--- src/rtl/div_seq.sv ---
// div_seq: multi-cycle restoring divider for DIV/DIVU, one quotient bit per
// clock. Result is {remainder, quotient}; the remainder goes to HI and the
// quotient goes to LO.
// Optional build macro DIV_EARLY_OUT_EN: when defined, a divide whose
// dividend magnitude is smaller than the divisor magnitude completes from
// FREE in a single cycle.
module div_seq #(
  parameter int DATA_W = 32
) (
  input  logic                  clk,
  input  logic                  rst,
  input  logic                  signed_div_i,
  input  logic [DATA_W-1:0]     opdata1_i,
  input  logic [DATA_W-1:0]     opdata2_i,
  input  logic                  start_i,
  input  logic                  annul_i,
  output logic [2*DATA_W-1:0]   result_o,
  output logic                  ready_o,
  output logic                  busy_o
);

  localparam int CNT_W = $clog2(DATA_W + 1);

  typedef enum logic [1:0] {FREE, DIVZERO, ON, END} state_t;

  state_t             state;
  logic [CNT_W-1:0]   cnt;
  logic [DATA_W-1:0]  dvd;     // dividend shifting out, quotient shifting in
  logic [DATA_W-1:0]  rem;     // partial remainder
  logic [DATA_W-1:0]  dsr;     // divisor magnitude
  logic               neg_q;
  logic               neg_r;

  logic               op1_neg;
  logic               op2_neg;
  logic [DATA_W-1:0]  op1_mag;
  logic [DATA_W-1:0]  op2_mag;
  logic               early;
  logic [DATA_W:0]    shifted;
  logic [DATA_W:0]    trial;
  logic               qbit;
  logic [DATA_W-1:0]  rem_nxt;
  logic [DATA_W-1:0]  dvd_nxt;
  logic [DATA_W-1:0]  q_fix;
  logic [DATA_W-1:0]  r_fix;

  // Operand magnitudes, one restoring step, and sign fixup of the step result.
  // The fixup is applied to the final step's output so the result register
  // loads the signed answer on the same edge that enters END.
  always_comb begin
    op1_neg = signed_div_i & opdata1_i[DATA_W-1];
    op2_neg = signed_div_i & opdata2_i[DATA_W-1];
    op1_mag = op1_neg ? ('0 - opdata1_i) : opdata1_i;
    op2_mag = op2_neg ? ('0 - opdata2_i) : opdata2_i;
`ifdef DIV_EARLY_OUT_EN
    early   = (op1_mag < op2_mag);
`else
    early   = 1'b0;
`endif
    shifted = {rem, dvd[DATA_W-1]};
    trial   = shifted - {1'b0, dsr};
    qbit    = ~trial[DATA_W];
    rem_nxt = qbit ? trial[DATA_W-1:0] : shifted[DATA_W-1:0];
    dvd_nxt = {dvd[DATA_W-2:0], qbit};
    q_fix   = neg_q ? ('0 - dvd_nxt) : dvd_nxt;
    r_fix   = neg_r ? ('0 - rem_nxt) : rem_nxt;
  end

  // Sequencer: accept, iterate DATA_W times, present result until start drops.
  always_ff @(posedge clk) begin
    if (rst) begin
      state    <= FREE;
      cnt      <= '0;
      dvd      <= '0;
      rem      <= '0;
      dsr      <= '0;
      neg_q    <= 1'b0;
      neg_r    <= 1'b0;
      result_o <= '0;
      ready_o  <= 1'b0;
    end else begin
      case (state)
        FREE: begin
          ready_o  <= 1'b0;
          result_o <= '0;
          if (start_i && !annul_i) begin
            neg_q <= op1_neg ^ op2_neg;
            neg_r <= op1_neg;
            dsr   <= op2_mag;
            dvd   <= op1_mag;
            rem   <= '0;
            cnt   <= '0;
            if (opdata2_i == '0) begin
              state <= DIVZERO;
            end else if (early) begin
              // |dividend| < |divisor|: quotient 0, remainder is the dividend
              state    <= END;
              ready_o  <= 1'b1;
              result_o <= {opdata1_i, {DATA_W{1'b0}}};
            end else begin
              state <= ON;
            end
          end
        end
        DIVZERO: begin
          state    <= END;
          ready_o  <= 1'b1;
          result_o <= '0;
        end
        ON: begin
          if (annul_i) begin
            state    <= FREE;
            cnt      <= '0;
            ready_o  <= 1'b0;
            result_o <= '0;
          end else begin
            rem <= rem_nxt;
            dvd <= dvd_nxt;
            cnt <= cnt + 1'b1;
            if (cnt == CNT_W'(DATA_W - 1)) begin
              state    <= END;
              ready_o  <= 1'b1;
              result_o <= {r_fix, q_fix};
            end
          end
        end
        END: begin
          if (annul_i || !start_i) begin
            state    <= FREE;
            ready_o  <= 1'b0;
            result_o <= '0;
          end
        end
        default: begin
          state    <= FREE;
          ready_o  <= 1'b0;
          result_o <= '0;
        end
      endcase
    end
  end

  // Stall request while a divide is actually computing.
  assign busy_o = (state == DIVZERO) || (state == ON);

endmodule

--- config.mk ---
export PLATFORM = sky130hd
export DESIGN_NAME = div_seq
export DESIGN_NICKNAME = d
export VERILOG_FILES = /design/src/rtl/div_seq.sv
export SDC_FILE = /design/constraint.sdc
export NUM_CORES = 1
export LEC_CHECK = 0
export CORE_MARGIN = 1.5
export CORE_UTILIZATION = 52
export CTS_CLUSTER_DIAMETER = 120
export DETAILED_ROUTE_END_ITERATION = 10
export GPL_TIMING_DRIVEN = 0
export PLACE_DENSITY_LB_ADDON = 0.25
export SYNTH_ARGS = -nofsm -noshare
export SYNTH_HDL_FRONTEND = slang
export SYNTH_SLANG_ARGS = --single-unit
--- constraint.sdc ---
create_clock -name clk -period 4.6 [get_ports clk]
set_input_delay 1.15 -clock clk [delete_from_list [all_inputs] [get_ports clk]]
set_output_delay 1.15 -clock clk [all_outputs]
set_load 0.1 [all_outputs]
==> results.md, run 1 <==
Clocking
* **library cell used as clock root buffer** sky130_fd_sc_hd__clkbuf_16
* **CTS tree** done
* **Hold Buf Count CTS** 0
* **clock sink total** 171
* **Clk pin slew, worst setup/hold paths** 0.08 ns
* **cts bufs inserted** 17
* **clock network latency to the later pin of the worst-skew pair** 0.44 ns
* **maximum root-to-sink buffer count** 2
* **Clock H-tree levels** 4

Synthesis
* **Synth Net Count** 1718
* **area share of the largest cell type after synthesis** 29.36%
* **synthesized area per cell** 7.255 um^2
* **synthesized area** 11660 um^2
* **fraction of registers with async set or reset after synthesis** 0%
* **number of instances in the synthesized netlist** 1607
* **leading cell types by total area after synthesis** sky130_fd_sc_hd__dfxtp_1 (29%), sky130_fd_sc_hd__nand2_1 (7.9%), sky130_fd_sc_hd__a21oi_1 (6.1%), sky130_fd_sc_hd__nor2_1 (5.9%), sky130_fd_sc_hd__xnor2_1 (5.6%)
* **warning count from the yosys run** 0
* **post-synthesis sequential element count** 171
* **EDFF count, synth** 0
* **top flip-flop cell by instance count after synthesis** sky130_fd_sc_hd__dfxtp_1
* **cell type with the largest total area after synthesis** sky130_fd_sc_hd__dfxtp_1
* **share of the yosys chip area belonging to registers** 29.36%
* **Distinct cells, synth** 73

Detailed routing
* **total number of vias** 12590
* **Residual DRC** 0
* **iteration count of the initial detailed-routing pass** 6
* **Detail Route Antenna Nets** 0
* **Vias per Instance** 6.065
* **final wirelength** 40410 um
* **Iter 0 DRT Violations** 1441
* **Wirelength per Cell** 19.47 um

Timing
* **Tcrit/Tclk final** 103.8%
* **largest clock skew in the final design** 0.01382 ns
* **Max Fclk** 209.4 MHz
* **minimum setup slack in the final design** -0.1752 ns
* **final hold violation count** 0
* **Tmin final** 4.775 ns
* **final number of setup-violating endpoints** 5
* **Worst slew margin** 21.46%
* **worst-margin pin slew** 1.167 ns
* **unrepaired setup endpoints after global routing** yes
* **final count of pins violating max slew** 0

Worst setup path
* **RR Startpoint** dsr[27]
* **Critical Path Start Type** register
* **worst endpoint required time** 4.93 ns
* **top fanout value on the critical path** 5
* **destination of the worst register-to-register timing path** result_o[56]
* **Worst EP arrival** 5.11 ns
* **Worst Setup Path Type** register to register
* **internal reg-to-reg setup slack** -0.18 ns
* **nature of the critical path endpoint** register
* **critical path startpoint** dsr[27]
* **Reg2Reg Depth** 20

Power
* **Leakage Power** 0.005285 uW
* **pwr dens** 464.0 nW/um^2
* **register share of total power** 26.6%
* **power spent charging and discharging nets** 3193 uW
* **Internal Dissipation** 3541 uW
* **Power, Total** 6734 uW
* **combinational cell fraction of total power** 52.2%
* **VDD IR max** 0.0005687 V
* **sw frac** 47.42%
* **portion of total power attributed to the clock network** 21.2%

Outcome
* **violated checks** setup timing
* **result of the run** finished, violations left

GRT
* **maximum number of pins on one net before global-route repair** 19
* **overall track demand over capacity in global routing** 33.91%
* **antenna violations before repair** 0
* **overflow left after global routing** 0
* **global-route wire length before repair** 63050 um
* **via count of the first global-routing pass** 11690

Floorplan
* **die span in y** 152.7 um
* **starting density of the core** 53.26%
* **site row count** 54
* **die area** 23330 um^2
* **Top-Level Pins** 135
* **CORE AREA** 21890 um^2
* **horizontal die dimension** 152.7 um

Finish
* **number of nets in the layout** 1893
* **register area** 3436 um^2
* **share of layout cells above drive strength 1** 8.412%
* **Multi-input gate area** 7943 um^2
* **final design instance area without fill** 14510 um^2
* **ant diodes** 0
* **fill cell instance count of the final layout** 1964
* **Area Growth Syn to Fin** 24.47%

Worst hold path
* **worst-case hold path end point** result_o[59]
* **hold path start** result_o[59]
* **Worst Hold Depth** 2
* **kind of path behind the tightest hold check** register to register

Placed design
* **post-placement cell area** 13400 um^2
* **sum of net half-perimeters after detailed placement** 31250 um
* **global placement routability congestion** 1.007
* **count of buffers from port buffering** 134

Run
* **max-cap violation count** 0

[sequential cells by signal, summed over array words and instances, names as in the netlist]
name      flops
cnt           6
dsr          32
dvd          32
neg_q         1
neg_r         1
ready_o       1
rem          32
result_o     64
state         2
[per-stage QoR]
step / worst slack (ns) / TNS, ns / instances / util [%] / hold WS, ns
after global routing: -0.3310 / -1.574 / 2075 / 66.29 / 0.4781
final: -0.1752 / -0.6280 / 2075 / 66.29 / 0.4485
after global placement: -1.573 / -23.37 / 2021 / 61.22 / 0.4358
after detailed placement: -1.532 / -22.64 / 2021 / 61.22 / 0.4414
after CTS: 0.007969 / 0 / 2066 / 65.08 / 0.4524
after floorplan: 0.003996 / 0 / 1607 / - / 0.4319
[kinds of logic (layout without fill, tap and decap cells)]
family / Yosys count / count (layout) / synth area share [%]
muxes: 14 / 14 / 1.363
DFF: 171 / 171 / 29.36
xor gates and xnor gates: 136 / 136 / 10.22
buffers and inverters: 155 / 343 / 5.076
AOI/OAI and AO/OA: 484 / 484 / 25.96
and+or+nand+nor: 605 / 605 / 23.45
adders and majority gates: 42 / 42 / 4.572
[layer usage]
metal | GRT usage (%) | part of all wire, % | vias up | wire (um)
met2 | 52.60 | 44 | 583 | 17730
met4 | 12.96 | 3.5 | 0 | 1394
li1 | - | - | 6047 | -
met1 | 46.73 | 43 | 5878 | 17480
met5 | 0 | 0 | - | 0
met3 | 6.257 | 9.4 | 77 | 3799
[power groups by stage]
stage / Clock (uW) / Sequential (uW) / Combinational [uW]
after floorplan: 0 / 1850 / 2150
after global placement: 0 / 1810 / 3090
after detailed placement: 0 / 1820 / 3120
after CTS: 1430 / 1780 / 3300
after global routing: 1500 / 1810 / 3800
final: 1430 / 1790 / 3520
[cells in the final DEF, fill, tap and decap left out, drive strengths merged, types with 7 or more instances in the layout]
master         count
nand2            244
nor2             182
dfxtp            171
a21oi            144
clkdlybuf4s50    134
o21ai            130
clkbuf            88
xnor2             74
inv               69
xor2              62
a22oi             53
buf               45
nor3              42
ha                41
a211oi            37
or3               22
o31ai             22
nand3             21
nor4              14
or4               13
nand4             12
o21a              12
a21o              12
and2              12
o41ai             11
o211ai             9
mux2i              8
nand2b             8
a31oi              7
[synthesized netlist by cell type (all sizes together), types with 37 or more instances]
library cell and number:
clkbuf 76, nand2 244, xor2 62, a22oi 53
nor3 42, a21oi 144, inv 60, nor2 182
ha 41, dfxtp 171, xnor2 74, a211oi 37
o21ai 130
[worst max-delay path, stage by stage (launching register included)]
cell and delay [ns]:
sky130_fd_sc_hd__dfxtp_2 0.33, sky130_fd_sc_hd__inv_1 0.04, sky130_fd_sc_hd__ha_1 0.28, sky130_fd_sc_hd__buf_6 0.12, sky130_fd_sc_hd__nand4_1 0.22, sky130_fd_sc_hd__nor4_4 0.45, sky130_fd_sc_hd__o211ai_1 0.27, sky130_fd_sc_hd__and4_4 0.28
sky130_fd_sc_hd__nor3_4 0.26, sky130_fd_sc_hd__clkinv_4 0.16, sky130_fd_sc_hd__clkbuf_16 0.18, sky130_fd_sc_hd__a21oi_4 0.17, sky130_fd_sc_hd__ha_4 0.17, sky130_fd_sc_hd__inv_4 0.03, sky130_fd_sc_hd__or3_4 0.37, sky130_fd_sc_hd__nor4_4 0.35
sky130_fd_sc_hd__a41oi_2 0.21, sky130_fd_sc_hd__a211oi_2 0.26, sky130_fd_sc_hd__nor2_1 0.09, sky130_fd_sc_hd__xnor2_1 0.16, sky130_fd_sc_hd__a32o_1 0.27
[layout make-up]
type	instances	area share, %
inverters	60	1.604
repair buffers	164	10.82
multi-input cells	1281	54.73
clock buffers	17	2.932
flip-flops and latches	171	23.68
clock inverters	15	1.035
plain buffers	86	2.759
repair inverters	1	0.02587
well taps	280	2.414
[how the worst max path moves through the flow]
stage | endpoint | slack (ns) | depth (start not counted)
floorplan | result_o[56] | 0.004 | 24
global placement | result_o[56] | -1.57 | 23
detailed placement | result_o[56] | -1.53 | 23
CTS | result_o[56] | 0.008 | 20
global route | result_o[56] | -0.33 | 20
finish | result_o[56] | -0.18 | 20
[repair_timing]
action / in CTS / in global routing
pin swaps: 16 / 19
gates cloned: 1 / 0
resized for setup: 38 / 53
buffers inserted: 21 / 9
endpoints found under the setup margin: 40 / 33
Note: power is estimated with default switching activity, not from simulation.
==> inputs of run 2 (changes only) <==
CORE_UTILIZATION = 59   (was 52)
DONT_BUFFER_PORTS = 1   (was default)
==> results.md, run 2 (synthesized netlist as in run 1, its figures left out) <==
Detailed routing
* **Vias per Instance** 6.383
* **final wirelength** 39310 um
* **iteration count of the initial detailed-routing pass** 9
* **Iter 0 DRT Violations** 1332
* **Detail Route Antenna Nets** 0
* **total number of vias** 12310
* **Residual DRC** 3
* **Wirelength per Cell** 20.38 um

Finish
* **number of standard cells in the final layout excluding fillers** 1929
* **fill cell instance count of the final layout** 1746
* **Multi-input gate area** 7925 um^2
* **Largest register FFs** 64
* **Area Growth Syn to Fin** 12.82%
* **number of nets in the layout** 1761
* **most common cell after layout, fill and taps aside** sky130_fd_sc_hd__nand2_1
* **register bank with the most flops** result_o
* **share of layout cells above drive strength 1** 9.080%
* **commonest cells after routing, fill and taps aside** sky130_fd_sc_hd__nand2_1 (242), sky130_fd_sc_hd__nor2_1 (181), sky130_fd_sc_hd__dfxtp_1 (162)
* **final core utilization** 67.81%
* **register area** 3437 um^2

Worst setup path
* **nature of the critical path endpoint** register
* **Worst Setup Path Type** register to register
* **worst endpoint required time** 4.97 ns
* **Reg2Reg Depth** 21
* **destination of the worst register-to-register timing path** result_o[60]
* **RR Startpoint** dvd[31]
* **Worst EP arrival** 4.99 ns
* **internal reg-to-reg setup slack** -0.02 ns
* **Critical Path Start Type** register
* **top fanout value on the critical path** 5

Placed design
* **sum of net half-perimeters after detailed placement** 29690 um
* **count of buffers from port buffering** 0
* **placed cell count** 1872
* **global placement routability congestion** 0.9579

Floorplan
* **die span in y** 143.6 um
* **starting density of the core** 60.10%
* **die area** 20610 um^2
* **horizontal die dimension** 143.6 um
* **site row count** 51
* **Top-Level Pins** 135
* **CORE AREA** 19400 um^2

GRT
* **overall track demand over capacity in global routing** 37.49%
* **overflow left after global routing** 0
* **antenna violations before repair** 0
* **global-route wire length before repair** 59510 um
* **via count of the first global-routing pass** 10970
* **maximum number of pins on one net before global-route repair** 19

Clocking
* **clock sink total** 171
* **CTS tree** done
* **cts bufs inserted** 17
* **library cell used as clock root buffer** sky130_fd_sc_hd__clkbuf_16
* **clock network latency to the later pin of the worst-skew pair** 0.44 ns
* **Clk pin slew, worst setup/hold paths** 0.08 ns
* **Clock H-tree levels** 4
* **maximum root-to-sink buffer count** 2

Worst hold path
* **Worst Hold Depth** 2
* **worst-case hold path end point** dsr[31]
* **kind of path behind the tightest hold check** register to register
* **hold path start** dsr[31]

Timing
* **worst-margin pin slew** 1.071 ns
* **Tmin final** 4.622 ns
* **Tcrit/Tclk final** 100.5%
* **worst hold margin** 0.4595 ns
* **minimum setup slack in the final design** -0.02228 ns
* **final count of pins violating max slew** 0
* **final number of setup-violating endpoints** 1
* **Worst slew margin** 28.49%
* **largest clock skew in the final design** 0.01230 ns
* **final hold violation count** 0
* **unrepaired setup endpoints after global routing** yes
* **Max Fclk** 216.3 MHz

Power
* **VDD IR max** 0.0004759 V
* **Leakage Power** 0.004800 uW
* **pwr dens** 508.2 nW/um^2

Run
* **max-cap violation count** 0

Outcome
* **result of the run** finished, violations left
* **violated checks** DRC, setup timing

## run 2: cell types whose count changed in the layout (fill, tap and decap cells not counted), sizes merged, moves of 3 or more
cell and change:
clkdlybuf4s50 -134, buf +6, clkbuf -3, clkinvlp -3
## run 2: metrics by stage
stage / setup TNS [ns] / total power (uW) / instance area, um^2 / setup WS (ns)
CTS: 0 / 6390 / 12790 / 0.01283
global placement: -13.02 / 4758 / 12040 / -1.221
global route: -0.4176 / 7036 / 13150 / -0.1687
finish: -0.02228 / 6684 / 13150 / -0.02228
detailed placement: -13.63 / 4798 / 12040 / -1.259
floorplan: 0 / 4009 / 11710 / 0.003996
## run 2: power breakdown
| part | switching, uW | internal [uW] |
|---|---|---|
| logic | 2190 | 1110 |
| clock network | 714 | 796 |
| registers | 251 | 1630 |
| total | 3150 | 3530 |
## run 2: per-layer routing
layer	part of all wire, %	GRT usage [%]	routed length, um	up-vias
met3	10	9.130	4115	106
met4	3.8	14.77	1498	0
met5	0	0	0	-
li1	-	-	-	5784
met1	42	51.65	16580	5753
met2	44	56.22	17120	670
## run 2: what timing repair did
action                                 CTS  global route
buffers inserted                        10            22
pin swaps                               13            21
hold buffers                             0             0
setup endpoints to repair               25            14
gates resized for setup                 29            49
endpoints found under the hold margin    0             0
gates cloned                             1             0
## run 2: final cells by class
class	count	share of cell area, %
inverters	60	1.769
clock buffers	18	3.339
diodes	1	0.01902
repair inverters	1	0.02854
well taps	265	2.521
clock inverters	14	1.284
repair buffers	32	1.826
plain buffers	86	2.835
multi-input cells	1281	60.25
flip-flops and latches	171	26.13
## run 2: critical path, stage by stage, from the launching register on
cell	delay (ns)
sky130_fd_sc_hd__dfxtp_2	0.34
sky130_fd_sc_hd__inv_2	0.05
sky130_fd_sc_hd__ha_2	0.18
sky130_fd_sc_hd__fa_2	0.35
sky130_fd_sc_hd__nand2b_4	0.17
sky130_fd_sc_hd__a211oi_4	0.28
sky130_fd_sc_hd__o211ai_1	0.18
sky130_fd_sc_hd__and4_1	0.27
sky130_fd_sc_hd__nor3_4	0.21
sky130_fd_sc_hd__clkinv_4	0.15
sky130_fd_sc_hd__buf_8	0.16
sky130_fd_sc_hd__a21oi_4	0.20
sky130_fd_sc_hd__ha_4	0.18
sky130_fd_sc_hd__inv_4	0.03
sky130_fd_sc_hd__or3_4	0.39
sky130_fd_sc_hd__nor4_4	0.32
sky130_fd_sc_hd__a41oi_2	0.21
sky130_fd_sc_hd__a211oi_2	0.26
sky130_fd_sc_hd__buf_4	0.16
sky130_fd_sc_hd__a41oi_2	0.13
sky130_fd_sc_hd__xor2_1	0.19
sky130_fd_sc_hd__o21ai_1	0.12
## run 2: worst max-delay path by stage
stage	startpoint	to	depth (start not counted)
6_report	dvd[31]	result_o[60]	21
5_1_grt	rem[6]	result_o[60]	19
4_1_cts	dvd[31]	result_o[60]	23
3_3_place_gp	rem[21]	result_o[56]	23
3_5_place_dp	rem[22]	result_o[58]	22
2_1_floorplan	dvd[31]	result_o[56]	24
==> inputs of run 3 (changes only) <==
CORE_UTILIZATION = 45   (was 59)
==> results.md, run 3 (synthesized netlist as in run 1, its figures left out) <==
Outcome
* **result of the run** finished, violations left
* **violated checks** setup timing

Placed design
* **global placement routability congestion** 0.9434
* **sum of net half-perimeters after detailed placement** 30670 um
* **count of buffers from port buffering** 0

Finish
* **share of layout cells above drive strength 1** 9.695%
* **commonest cells after routing, fill and taps aside** sky130_fd_sc_hd__nand2_1 (243), sky130_fd_sc_hd__nor2_1 (182), sky130_fd_sc_hd__dfxtp_1 (160)
* **fill cell instance count of the final layout** 2482
* **Multi-input gate area** 7959 um^2
* **Area Growth Syn to Fin** 14.26%
* **number of nets in the layout** 1769
* **most common cell after layout, fill and taps aside** sky130_fd_sc_hd__nand2_1
* **Largest register FFs** 64
* **ant diodes** 0
* **register bank with the most flops** result_o
* **final core utilization** 52.60%
* **register area** 3442 um^2

Detailed routing
* **Wirelength per Cell** 20.00 um
* **Iter 0 DRT Violations** 1148
* **iteration count of the initial detailed-routing pass** 6
* **Vias per Instance** 5.995
* **final wirelength** 40020 um
* **total number of vias** 12000
* **Residual DRC** 0
* **Detail Route Antenna Nets** 0

Floorplan
* **Top-Level Pins** 135
* **die area** 26880 um^2
* **CORE AREA** 25330 um^2
* **site row count** 58
* **starting density of the core** 46.03%
* **die span in y** 164.0 um
* **horizontal die dimension** 164.0 um

Timing
* **final number of setup-violating endpoints** 3
* **Post-Route Setup TNS** -0.2941 ns
* **Max Fclk** 210.7 MHz
* **Tmin final** 4.746 ns
* **Tcrit/Tclk final** 103.2%
* **unrepaired setup endpoints after global routing** yes
* **worst-margin pin slew** 1.147 ns
* **largest clock skew in the final design** 0.01257 ns
* **final count of pins violating max slew** 0
* **Worst slew margin** 22.85%
* **minimum setup slack in the final design** -0.1464 ns
* **final hold violation count** 0

GRT
* **maximum number of pins on one net before global-route repair** 18
* **overall track demand over capacity in global routing** 29.69%
* **via count of the first global-routing pass** 11020
* **antenna violations before repair** 0
* **overflow left after global routing** 0
* **global-route wire length before repair** 61160 um

Power
* **Power, Total** 6634 uW
* **VDD IR max** 0.0003132 V
* **Leakage Power** 0.004830 uW
* **pwr dens** 498.0 nW/um^2
* **Internal Dissipation** 3522 uW
* **combinational cell fraction of total power** 49.6%
* **power spent charging and discharging nets** 3111 uW
* **sw frac** 46.90%
* **portion of total power attributed to the clock network** 22.0%
* **register share of total power** 28.3%

Clocking
* **maximum root-to-sink buffer count** 2
* **Clock H-tree levels** 4
* **cts bufs inserted** 17
* **clock sink total** 171
* **CTS tree** done
* **library cell used as clock root buffer** sky130_fd_sc_hd__clkbuf_16
* **clock network latency to the later pin of the worst-skew pair** 0.44 ns
* **Clk pin slew, worst setup/hold paths** 0.07 ns

Worst setup path
* **Critical Path Start Type** register
* **crit-path cells** ha_4 -> nand4_1 -> nor4_4 -> o211ai_1 -> and4_1 -> nor3_4 -> clkinv_4 -> buf_8 -> a21oi_4 -> ha_4 -> inv_4 -> or3_4 -> nor4_4 -> a41oi_2 -> a211oi_2 -> nor2_1 -> xnor2_1 -> a32o_1
* **Worst Setup Path Type** register to register
* **worst endpoint required time** 4.93 ns
* **Slowest cell on crit path** sky130_fd_sc_hd__nor4_4
* **Worst EP arrival** 5.08 ns
* **nature of the critical path endpoint** register
* **largest incremental delay on the critical path** 0.40 ns
* **top fanout value on the critical path** 6

Run
* **max-cap violation count** 0

Worst hold path
* **kind of path behind the tightest hold check** register to register

[run 3: changes by cell type in the layout (fill, tap and decap cells not counted), sizes merged]
cell,change
buf,+7
clkbuf,+1
clkinv,+2
clkinvlp,+1
diode,-1
inv,-3
[run 3: metrics by stage]
step	worst slack [ns]	cells	hold WS [ns]	cell area, um^2
after floorplan	0.003996	1607	0.4319	11710
after global placement	-1.455	1937	0.4435	12120
after detailed placement	-1.441	1937	0.4581	12120
after CTS	-0.06491	1982	0.4677	13040
after global routing	-0.2735	2001	0.4802	13320
final	-0.1464	2001	0.4648	13320
[run 3: power by group through the flow]
stage | combinational (uW) | sequential [uW] | clock [uW]
floorplan | 2150 | 1850 | 0
global placement | 2880 | 1910 | 0
detailed placement | 2910 | 1910 | 0
CTS | 3090 | 1870 | 1480
global route | 3580 | 1900 | 1540
finish | 3290 | 1880 | 1460
[run 3: layout make-up]
cell class / instances / area share (%)
Timing Repair Buffer: 40 / 2.254
Tap cell: 330 / 3.099
Sequential cell: 171 / 25.84
Buffer: 86 / 2.893
Inverter: 60 / 1.747
Timing Repair inverter: 1 / 0.02818
Clock inverter: 14 / 1.174
Clock buffer: 18 / 3.222
Multi-Input combinational cell: 1281 / 59.74
[run 3: layer usage]
metal  track usage (%)  vias to the layer above  wire length, um
li1                  -                     5787                -
met1             39.50                     5636            17100
met2             48.20                      498            18260
met3             5.985                       75             3412
met4             9.091                        0             1241
met5                 0                        -                0
[run 3: path summary, 6_finish.rpt]
check,slack (ns),startpoint,cells after the start,end
min,0.46,dsr[31],2,dsr[31]
max,-0.15,rem[24],18,result_o[56]
max reg2reg,-0.15,rem[24],18,result_o[56]
min reg2reg,0.46,dsr[31],2,dsr[31]
[run 3: critical path, delay by kind of cell, from the launching register on]
family / cells / cell delay [ns]
DFF: 1 / 0.39
and+or+nand+nor: 7 / 2.05
adders and majority gates: 2 / 0.52
buffers and inverters: 3 / 0.33
xor gates and xnor gates: 1 / 0.15
AOI/OAI and AO/OA: 5 / 1.17
[run 3: what timing repair did]
| action | CTS | global route |
|---|---|---|
| pin swaps | 17 | 26 |
| setup endpoints to repair | 39 | 15 |
| hold buffers | 0 | 0 |
| setup buffers | 21 | 19 |
| resized for setup | 50 | 41 |
| cloned | 1 | 0 |
